`src/rtl/fpu_req_dispatcher.sv`:
```
// Request FIFO and issue sequencer in front of a single-issue FP add/sub unit.
// Define FPU_TIMEOUT_EN to add a WAIT-state watchdog that substitutes a quiet NaN with res_err=1.
module fpu_req_dispatcher #(
  parameter int DEPTH       = 4,
  parameter int DATA_W      = 32,
  parameter int TIMEOUT_CYC = 64
) (
  input  logic                     i_clock,
  input  logic                     i_reset,
  input  logic                     i_req_valid,
  output logic                     o_req_ready,
  input  logic                     i_req_op,
  input  logic [DATA_W-1:0]        i_req_a,
  input  logic [DATA_W-1:0]        i_req_b,
  output logic                     o_fpu_start,
  output logic                     o_fpu_op,
  output logic [DATA_W-1:0]        o_fpu_a,
  output logic [DATA_W-1:0]        o_fpu_b,
  input  logic                     i_fpu_busy,
  input  logic                     i_fpu_ready,
  input  logic [DATA_W-1:0]        i_fpu_data,
  output logic                     o_res_valid,
  input  logic                     i_res_ready,
  output logic [DATA_W-1:0]        o_res_data,
  output logic                     o_res_err,
  output logic [$clog2(DEPTH):0]   o_fifo_count
);

  localparam int AW = $clog2(DEPTH);

  typedef enum logic [1:0] {IDLE, ISSUE, WAIT, HOLD} state_t;

  state_t              r_state;
  state_t              w_next;
  logic [DEPTH-1:0]    r_mem_op;
  logic [DATA_W-1:0]   r_mem_a [DEPTH];
  logic [DATA_W-1:0]   r_mem_b [DEPTH];
  logic [AW-1:0]       r_wr_ptr;
  logic [AW-1:0]       r_rd_ptr;
  logic [AW:0]         r_count;
  logic                r_fpu_op;
  logic [DATA_W-1:0]   r_fpu_a;
  logic [DATA_W-1:0]   r_fpu_b;
  logic                r_res_valid;
  logic [DATA_W-1:0]   r_res_data;
  logic                w_push;
  logic                w_pop;
  logic                w_capture;

`ifdef FPU_TIMEOUT_EN
  localparam int TW = (TIMEOUT_CYC > 2) ? $clog2(TIMEOUT_CYC) : 1;
  localparam logic [TW-1:0]     TMO_LAST = TW'(TIMEOUT_CYC - 1);
  localparam logic [DATA_W-1:0] QNAN     = DATA_W'(32'h7FC0_0000);
  logic [TW-1:0] r_tmo_cnt;
  logic          r_res_err;
  logic          w_timeout;
`endif

  assign o_req_ready  = (r_count != (AW+1)'(DEPTH));
  assign w_push       = i_req_valid && o_req_ready;
  assign o_fifo_count = r_count;
  assign o_fpu_start  = (r_state == ISSUE);
  assign o_fpu_op     = r_fpu_op;
  assign o_fpu_a      = r_fpu_a;
  assign o_fpu_b      = r_fpu_b;
  assign o_res_valid  = r_res_valid;
  assign o_res_data   = r_res_data;

  always_ff @(posedge i_clock) begin
    if (i_reset) r_state <= IDLE;
    else         r_state <= w_next;
  end

  // Pop happens on the IDLE->ISSUE transition; the FPU result is only looked at in WAIT.
  always_comb begin
    w_next    = r_state;
    w_pop     = 1'b0;
    w_capture = 1'b0;
`ifdef FPU_TIMEOUT_EN
    w_timeout = 1'b0;
`endif
    case (r_state)
      IDLE: begin
        if (r_count != '0 && !i_fpu_busy && !r_res_valid) begin
          w_pop  = 1'b1;
          w_next = ISSUE;
        end
      end
      ISSUE: w_next = WAIT;
      WAIT: begin
        if (i_fpu_ready) begin
          w_capture = 1'b1;
          w_next    = HOLD;
        end
`ifdef FPU_TIMEOUT_EN
        else if (r_tmo_cnt == TMO_LAST) begin
          w_timeout = 1'b1;
          w_next    = HOLD;
        end
`endif
      end
      HOLD: begin
        if (i_res_ready) w_next = IDLE;
      end
      default: w_next = IDLE;
    endcase
  end

  always_ff @(posedge i_clock) begin
    if (w_push) begin
      r_mem_op[r_wr_ptr] <= i_req_op;
      r_mem_a[r_wr_ptr]  <= i_req_a;
      r_mem_b[r_wr_ptr]  <= i_req_b;
    end
  end

  always_ff @(posedge i_clock) begin
    if (i_reset) begin
      r_wr_ptr <= '0;
      r_rd_ptr <= '0;
      r_count  <= '0;
    end else begin
      if (w_push) r_wr_ptr <= r_wr_ptr + 1'b1;
      if (w_pop)  r_rd_ptr <= r_rd_ptr + 1'b1;
      case ({w_push, w_pop})
        2'b10:   r_count <= r_count + 1'b1;
        2'b01:   r_count <= r_count - 1'b1;
        default: r_count <= r_count;
      endcase
    end
  end

  // Operands stay registered until the next pop, so they are stable for the whole transaction.
  always_ff @(posedge i_clock) begin
    if (i_reset) begin
      r_fpu_op <= 1'b0;
      r_fpu_a  <= '0;
      r_fpu_b  <= '0;
    end else if (w_pop) begin
      r_fpu_op <= r_mem_op[r_rd_ptr];
      r_fpu_a  <= r_mem_a[r_rd_ptr];
      r_fpu_b  <= r_mem_b[r_rd_ptr];
    end
  end

  always_ff @(posedge i_clock) begin
    if (i_reset) begin
      r_res_valid <= 1'b0;
      r_res_data  <= '0;
    end else if (w_capture) begin
      r_res_valid <= 1'b1;
      r_res_data  <= i_fpu_data;
    end
`ifdef FPU_TIMEOUT_EN
    else if (w_timeout) begin
      r_res_valid <= 1'b1;
      r_res_data  <= QNAN;
    end
`endif
    else if (r_state == HOLD && i_res_ready) begin
      r_res_valid <= 1'b0;
    end
  end

`ifdef FPU_TIMEOUT_EN
  always_ff @(posedge i_clock) begin
    if (i_reset) begin
      r_tmo_cnt <= '0;
      r_res_err <= 1'b0;
    end else begin
      if (r_state == ISSUE)     r_tmo_cnt <= '0;
      else if (r_state == WAIT) r_tmo_cnt <= r_tmo_cnt + 1'b1;
      if (w_capture)      r_res_err <= 1'b0;
      else if (w_timeout) r_res_err <= 1'b1;
    end
  end

  assign o_res_err = r_res_err;
`else
  assign o_res_err = 1'b0;
`endif

endmodule
```
`config.mk`:
```
export PLATFORM = sky130hd
export DESIGN_NAME = fpu_req_dispatcher
export DESIGN_NICKNAME = d
export VERILOG_FILES = /design/src/rtl/fpu_req_dispatcher.sv
export SDC_FILE = /design/constraint.sdc
export NUM_CORES = 1
export LEC_CHECK = 0
export ABC_CLOCK_PERIOD_IN_PS = 5800
export CAP_MARGIN = 20
export CORE_ASPECT_RATIO = 1.75
export CORE_MARGIN = 4
export CORE_UTILIZATION = 45
export DETAILED_ROUTE_END_ITERATION = 8
export PLACE_DENSITY = 0.69
export SETUP_SLACK_MARGIN = 0.2
export SYNTH_ARGS = -nofsm -noshare
export SYNTH_HDL_FRONTEND = slang
export SYNTH_SLANG_ARGS = --single-unit
```
`constraint.sdc`:
```
create_clock -name i_clock -period 5.8 [get_ports i_clock]
set_clock_uncertainty 0.05 [all_clocks]
set_input_delay 1.16 -clock i_clock [delete_from_list [all_inputs] [get_ports i_clock]]
set_output_delay 1.16 -clock i_clock [all_outputs]
set_load 0.03 [all_outputs]
```
# == After elaboration in Yosys (flattened, before gate mapping) ==
# Memory sizes are Yosys's and may differ from the RTL's. A register that Yosys moved wholly into a read port is not among the register bits.
# Cells that the tools add are included.
# classes
div,0
magnitude_cmp,3
n_reduce_logical,12
eq_ne,9
n_addsub,4
n_mux,18
multipliers,0
shifts,0
bitwise,0
# op_table
op,count
$mux 1,10
$pmux 2 s4,1
$eq 2x2->1 const B,3
$lt 2x3->1 const B,2
$mux 2,3
$ne 2x2->1 const B,3
$pmux 3 s2,1
$logic_and 1x1->1,5
$add 2x1->2 const B,2
$bwmux 4,1
$eq 2x1->1 const B,2
$reduce_bool 2->1,2
$add 3x1->3 const B,1
$ne 3x3->1 const B,1
$reduce_and 3->1,1
$reduce_bool 3->1,1
$sub 3x1->3 const B,1
$bmux 1 s2,1
$demux 1 s2,1
$ge 2x1->1 const B,1
$logic_not 1->1,2
$logic_not 2->1,1
# totals
mem_count,2
reg_bits,47
out_inout_bits,104
latchBits,0
ram_bits,256
mem_bits_ro,0
in_bits,103
# memory_table
memory,depth,width,read_ports,rd_clocked_by_memory_dff,wr,line,rtl
r_mem_a,4,32,1,1,1,36,logic [DATA_W-1:0] r_mem_a [DEPTH];
r_mem_b,4,32,1,1,1,37,logic [DATA_W-1:0] r_mem_b [DEPTH];

# == Logic depth before layout (Yosys ltp) ==
# Gate-level depths: netlist (run 1).
# depth
ltp_word,7
mapped_depth,11
ltp_nobuf,10

# == Worst setup path before layout (run 1) ==
# No wires, ideal clock.
# synth_path
path_type,input port to flip-flop
from,input i_req_valid
to,memory r_mem_a[0][0] (enable)
setup_ps,430
arrival_ps,2986
setup_slack_ps,2334
t_required_ps,5320
path_buffers,1
path_stages,2
path_cell_list,buf_1 and3_1
# synth_via
elab_chain_cells,3
# synth_rtl
element,line,rtl
start: declaration,10,"input logic i_req_valid,"
$logic_and 1x1->1,60,assign w_push = i_req_valid && o_req_ready;
$mux 1,110,if (w_push) begin
$mux 1 (implied by the code),112,r_mem_a[r_wr_ptr] <= i_req_a;
end: declaration,36,
# No other way between the ends.

# == Final worst setup path (run 1) ==
# layout_path
from,input i_fpu_busy
to,register r_count[2] (netlist: o_fifo_count[2])
# layout_via
elab_chain_cells,7
# layout_rtl
element,line,rtl
start: declaration,19,"input logic i_fpu_busy,"
$logic_not 1->1 (*),84,if (r_count != '0 && !i_fpu_busy && !r_res_valid) begin
$logic_and 1x1->1 (*) (2 in a row),84,
$mux 1 (*),84,
$mux 1 (*),82,case (r_state)
net w_pop,47,logic w_pop;
$eq 2x1->1 or $eq 2x2->1 (tied branches),125,"case ({w_push, w_pop})"
$pmux 3 s2 or $reduce_bool 2->1 (tied branches),n/a,
end signal: assignment,126,2'b10: r_count <= r_count + 1'b1;
end signal: assignment,127,2'b01: r_count <= r_count - 1'b1;
end signal: assignment,128,default: r_count <= r_count;
end: declaration,40,logic [AW:0] r_count;
# The timed path passes the listed nets; every way through them passes the cells marked *.
# A chain may end at the register's enable or synchronous reset.

==> run metrics, run 1 <==
post-synthesis xor/xnor area fraction=0.129%; hold_buf cts=0; Setup TNS=0 ns; share of the synthesized area in the top cell type=57.4%; Final Non-Filler Cells=1443; Synth Area in Compound Gates=6.72%; number of global-route vias before repair=8142; CTS H-tree lvls=1; share of post-route cells with drive strength above 1=12.5%; Net Sw Power=2.33 mW; hold_sp=o_res_data[23]; Area Overhead vs Synth=24.9%; # setup viols final=0; CTS clk-pin slew, worst paths=roughly 0.06 ns; highest-delay cell along the critical path=or3b_4; post-synthesis sequential element count=about 370; die height=238 um; Max-cap violations=0; CP Launch Type=input port; Yosys cell types=36; RD Place Congestion=0.765; Max Buffers Root-to-Sink=3; multiplexer share of the synthesized area=10.9%; critical-path cell list=clkdlybuf4s50_1 > or3b_4 > nor2_1 > ha_1 > inv_1 > fa_1 > xor2_1 > or3_1 > a21oi_1; GRT Overall Usage=around 18%; Final Hold Viols=0; mapped cell area=0.0136 mm2; Max-slew headroom=~28%; Synth top cells by count=edfxtp_1, dfxtp_1, a21oi_1, nand2_1, nand3_1; worst path bufs/invs=2; DIE AREA=0.0332 mm2; switching portion of total power=31.1%; Core Box Area=0.0296 mm2; Reg-to-Reg End=o_fifo_count[2]; Seq/Total Area, Yosys=73.2%; Comb pwr share=26.8%; Synth Area in Adders=around 1.1%; reg2reg start=r_state[1]; crit share post-route=about three fifths; post-route ant nets=0; PwrDens=441 mW/mm2; Design Power=approximately 7.5 mW; initial drt markers=453; Die X=139 um; FF-to-FF path depth=10; worst slew pin tran=roughly 1.1 ns; final worst path period need=approximately 3.5 ns; Synth Area in Simple Gates=5.38%; Top delay family on crit path=simple AND/OR/NAND/NOR gates; pin count of the biggest net entering global routing=69; maximum VDD drop=0.458 mV; ys flop type=edfxtp_1; Avg Cell Area, Syn=15.9 um2; Setup crit end kind=flop; Detailed Routing Iterations Pass 1=4; # rows=just over 80; first-pass GRT wire length=46.0 mm; Post-Synthesis Cells=856; CTS sink count=367; WL/cell=roughly 21 um; Hold Crit Depth=2; Async SR Flop Fraction=0%; Area contributors post-synth=edfxtp_1, dfxtp_1, mux4_2; dpl hpwl=17.0 mm; top achievable clock speed=0.290 GHz; CTS tree=done; RSZ-0062 raised after global routing=false; CTS resizes=0; Hold Path Class=flop to flop; Clock Power Share=~28%; via count=~7800; main combinational cell family by area after synthesis=multiplexers; syn nets=970; post-synth top area cell=edfxtp_1; number of synthesized flops with an enable pin=260; hold worst-path end=o_res_data[23]; placed cells=1383; sequential group share of total power=45.0%; via/cell ratio=5.40; cell-internal power=about 5.2 mW; crit path DAT=just under 4 ns; Synthesis Warnings=0; Num CTS Buffers=31; critical path peak fanout=68; slowest stage delay, CP=slightly above 0.7 ns; status=completed; final wirelength=~30 mm; Initial Util=~46%; Leak=5.35 nW; nets@finish=1150; GRT Residual Overflow=0; CTS root buf=clkbuf_16; fin util=57.3%; Slew Limit Fails=0; antenna violations before repair=1; kind of critical path=input port to flop; Port Buffer Count=205; I/O Pins=207; Setup Fix Bufs, Post-CTS=0; CP required=6.24 ns; DRC violations left=0; worst skew pair latency=around 0.56 ns; reg2reg setup slack=2.75 ns; count leader, synth=edfxtp_1
-- per-layer routing --
layer	up-vias	global-route usage [%]	wire, um
met2	221	32.7	16200
met5	-	0	0
met3	47	2.27	1400
met1	3910	20.7	11500
met4	0	6.53	826
li1	3617	-	-
-- power by group through the flow --
stage | clock [mW] | sequential (mW) | combinational, mW
2_1_floorplan | 0 | 3.58 | 1.12
3_3_place_gp | 0 | 3.42 | 2.01
3_5_place_dp | 0 | 3.43 | 2.03
4_1_cts | 2.16 | 3.38 | 2.03
5_1_grt | 2.26 | 3.41 | 2.15
6_report | 2.11 | 3.36 | 2.00
-- cell usage in the layout (no fill, tap or decap), types with 2 or more instances in the layout --
master / synthesis / routed
clkinv_1: 0 / 2
clkdlybuf4s50_1: 0 / 204
clkinv_2: 0 / 6
o21ai_1: 10 / 10
a21o_1: 2 / 2
edfxtp_1: 260 / 260
inv_1: 9 / 9
nand2b_1: 3 / 3
a21oi_1: 103 / 103
bufinv_16: 0 / 3
mux4_2: 65 / 65
and3_4: 0 / 4
clkbuf_8: 0 / 6
nand3_1: 67 / 67
dfxtp_1: 107 / 105
xor2_1: 2 / 2
mux2i_1: 2 / 2
ha_1: 10 / 10
nand2_1: 67 / 67
dfxtp_4: 0 / 2
buf_4: 5 / 6
nor2_1: 6 / 6
o21ai_0: 57 / 57
or3_1: 3 / 2
clkbuf_16: 0 / 32
clkbuf_1: 32 / 6
-- cell type report --
cell class | instances | area [um2]
well taps | 382 | 478
clock buffers | 44 | 906
inverters | 9 | 33.8
multi-input cells | 415 | 3330
clock inverters | 13 | 144
fillers | 2332 | 12600
repair buffers | 212 | 2120
flip-flops and latches | 367 | 9960
diodes | 1 | 2.50
-- sequential cells by signal (all words and copies together) (netlist names) --
name and count:
r_mem_b 128, o_fpu_b 32, r_mem_a 128, o_fpu_a 32, o_fpu_op 1, o_res_valid 1
r_state 2, r_rd_ptr 2, r_wr_ptr 2, o_res_data 32, o_fifo_count 3, r_mem_op 4
-- worst max path at each step --
| stage | from | endpoint | slack, ns | depth (start not counted) |
|---|---|---|---|---|
| detailed placement | i_fpu_busy | o_fifo_count[2] | 1.79 | 9 |
| finish | i_fpu_busy | o_fifo_count[2] | 2.35 | 9 |
| global route | o_fifo_count[2] | o_req_ready | 2.27 | 2 |
| floorplan | i_req_valid | r_mem_a[0][0] | 2.33 | 2 |
| global placement | i_fpu_busy | o_fifo_count[2] | 1.88 | 9 |
| CTS | o_fifo_count[2] | o_req_ready | 2.31 | 2 |
-- cell families after synthesis --
family	count (synthesis)
DFF	367
AOI/OAI and AO/OA	177
and+or+nand+nor	157
buffers and inverters	74
muxes	67
adders and majority gates	11
xor gates and xnor gates	2
other	1
-- worst reg2reg max path, cell delays in order, from the launching register on --
cell and delay, ns:
dfxtp_1 0.34, inv_1 0.11, ha_1 0.22, or3b_4 0.71, nor2_1 0.30, ha_1 0.22
inv_1 0.06, fa_1 0.38, xor2_1 0.16, or3_1 0.31, a21oi_1 0.14
-- stage by stage --
stage	setup WS, ns	hold WS [ns]	instance area (um2)
after detailed placement	1.79	0.397	15900
after floorplan	2.33	0.432	13600
after CTS	2.31	0.406	16900
final	2.35	0.403	17000
after global routing	2.27	0.422	17000
after global placement	1.88	0.391	15900
(Power assumes the default switching activity.)
==> run 2: changes to the inputs <==
--- a/config.mk
+++ b/config.mk
@@ -5,7 +5,7 @@
 export SDC_FILE = /design/constraint.sdc
 export NUM_CORES = 1
 export LEC_CHECK = 0
-export ABC_CLOCK_PERIOD_IN_PS = 5800
+export ABC_CLOCK_PERIOD_IN_PS = 3550
 export CAP_MARGIN = 20
 export CORE_ASPECT_RATIO = 1.75
 export CORE_MARGIN = 4
==> constraint.sdc (replaced) <==
create_clock -name i_clock -period 3.55 [get_ports i_clock]
set_clock_uncertainty 0.05 [all_clocks]
set_input_delay 0.71 -clock i_clock [delete_from_list [all_inputs] [get_ports i_clock]]
set_output_delay 0.71 -clock i_clock [all_outputs]
set_load 0.03 [all_outputs]
==> run 2 against run 1 <==
Against the previous run: utilization increased by 0.45 points; sequential power increased by 62%; sequential share of layout area decreased by 0.46 points.
==> run metrics, run 2 (synthesized netlist as in run 1, its figures left out) <==
highest-delay cell along the critical path=clkdlybuf4s50_1; Die X=139 um (unchanged); initial drt markers=440 (-2.9%); Design Power=12.3 mW (+64%); DIE AREA=0.0332 mm2 (unchanged); reg2reg start=r_state[1]; Area Overhead vs Synth=25.8%; RD Place Congestion=0.774 (+1.1%); die height=238 um (unchanged); number of global-route vias before repair=8239 (+1.2%); Top delay family on crit path=buffers and inverters; CP Launch Type=flop; Multi-input gate area=0.00333 mm2 (unchanged); Port Buffer Count=205 (unchanged); Setup crit end kind=primary output; Hold Crit Depth=2 (unchanged); CTS resizes=0 (unchanged); worst slew pin tran=1.06 ns (-0.0294 ns); worst path bufs/invs=1 (-1); Core Box Area=0.0296 mm2 (unchanged); GRT Overall Usage=17.9% (+0.33 points); share of post-route cells with drive strength above 1=13.5% (+0.91 points); FILL cells=2344 (+0.51%); Area after DPL=0.0161 mm2 (+1.2%); antenna violations before repair=2 (+1); Reg-to-Reg End=o_fifo_count[2]; PwrDens=717 mW/mm2 (+63%); min setup slack post-route=0.501 ns (-1.85 ns); Leak=5.40 nW (+1.1%); crit path DAT=2.29 ns (-1.60 ns); # setup viols final=0 (unchanged); first-pass GRT wire length=46.7 mm (+1.6%); WHS=0.402 ns (-0.000809 ns); worst skew pair latency=0.55 ns (about the same); maximum VDD drop=0.751 mV (+64%); CTS clk-pin slew, worst paths=0.06 ns (about the same); DRC violations left=0 (unchanged); CTS root buf=clkbuf_16; I/O Pins=207 (unchanged); hold_sp=o_res_data[3]; Num CTS Buffers=31 (unchanged); via count=7926 (+1.7%); most frequent cells in the layout=edfxtp_1, clkdlybuf4s50_1, dfxtp_1, a21oi_1; Max-slew headroom=29.5% (+2.0 points); Setup TNS=0 ns (unchanged); via/cell ratio=5.45 (+0.91%); dpl hpwl=18.0 mm (+5.9%); CTS sink count=367 (unchanged); final worst path period need=3.05 ns; Slew Limit Fails=0 (unchanged); register area=0.00996 mm2 (unchanged); Top Registers=r_mem_a: 128 flops, r_mem_b: 128 flops; final wirelength=30.5 mm (+1.8%); RSZ-0062 raised after global routing=false; post-route ant nets=0 (unchanged); critical-path cell list=or3b_1 > clkdlybuf4s50_1; status=completed; critical path peak fanout=10 (-85%); CP required=2.79 ns (-3.45 ns); Final Non-Filler Cells=1454 (+0.76%); Max Buffers Root-to-Sink=3 (unchanged); Hold Path Class=flop to flop; Setup Fix Bufs, Post-CTS=0 (unchanged); pin count of the biggest net entering global routing=68 (-1.4%); Initial Util=45.9% (unchanged); slowest stage delay, CP=0.70 ns (about the same); top achievable clock speed=0.328 GHz; kind of critical path=flop to primary output; CTS tree=done; hold worst-path end=o_res_data[3]; Final Cell Area=0.0171 mm2 (+0.79%); nets@finish=1160 (+0.87%); WL/cell=21.0 um (+1.0%); hold_buf cts=0 (unchanged); reg2reg setup slack=0.97 ns (-1.78 ns); fin util=57.8% (+0.45 points); GRT Residual Overflow=0 (unchanged); # rows=83 (unchanged); FF-to-FF path depth=10 (unchanged); Final Hold Viols=0 (unchanged); commonest non-fill, non-tap cell in the layout=edfxtp_1; placed cells=1395 (+0.87%); Detailed Routing Iterations Pass 1=5 (+1); dpl ws=0.486 ns (-1.31 ns); CTS H-tree lvls=1 (unchanged); crit share post-route=85.9%; Max-cap violations=0 (unchanged)
## run 2: per-layer routing
layer	vias up	global-route usage (%)	wire length, um
li1	3641	-	-
met1	4007	20.9	11400
met2	236	33.6	16700
met3	42	2.77	1690
met4	0	5.73	710
met5	-	0	0
## run 2: how the worst max path moves through the flow
stage | from | endpoint | slack, ns | cells after the start
2_1_floorplan | o_fifo_count[0] | r_mem_a[0][0] | 0.90 | 3
3_5_place_dp | i_fpu_busy | o_fifo_count[2] | 0.49 | 9
4_1_cts | o_fifo_count[2] | o_req_ready | 0.46 | 2
3_3_place_gp | i_fpu_busy | o_fifo_count[2] | 0.51 | 9
6_report | o_fifo_count[2] | o_req_ready | 0.50 | 2
5_1_grt | o_fifo_count[2] | o_req_ready | 0.42 | 2
## run 2: where the power goes
group	switching, mW	internal, mW
Combinational	2.04	1.39
Sequential	0.346	5.11
Clock	1.46	1.93
## run 2: final cells by class
| type | instances | share of cell area, % |
|---|---|---|
| flip-flops and latches | 367 | 58.2 |
| multi-input cells | 415 | 19.5 |
| repair buffers | 222 | 13.3 |
| clock buffers | 34 | 4.72 |
| well taps | 382 | 2.79 |
| clock inverters | 23 | 1.28 |
| inverters | 9 | 0.198 |
| diodes | 2 | 0.0293 |
## run 2: tightest hold or removal path, cell delays in order (launching register included)
cell     delay, ns
dfxtp_1       0.31
nand2_1       0.05
a21oi_1       0.05
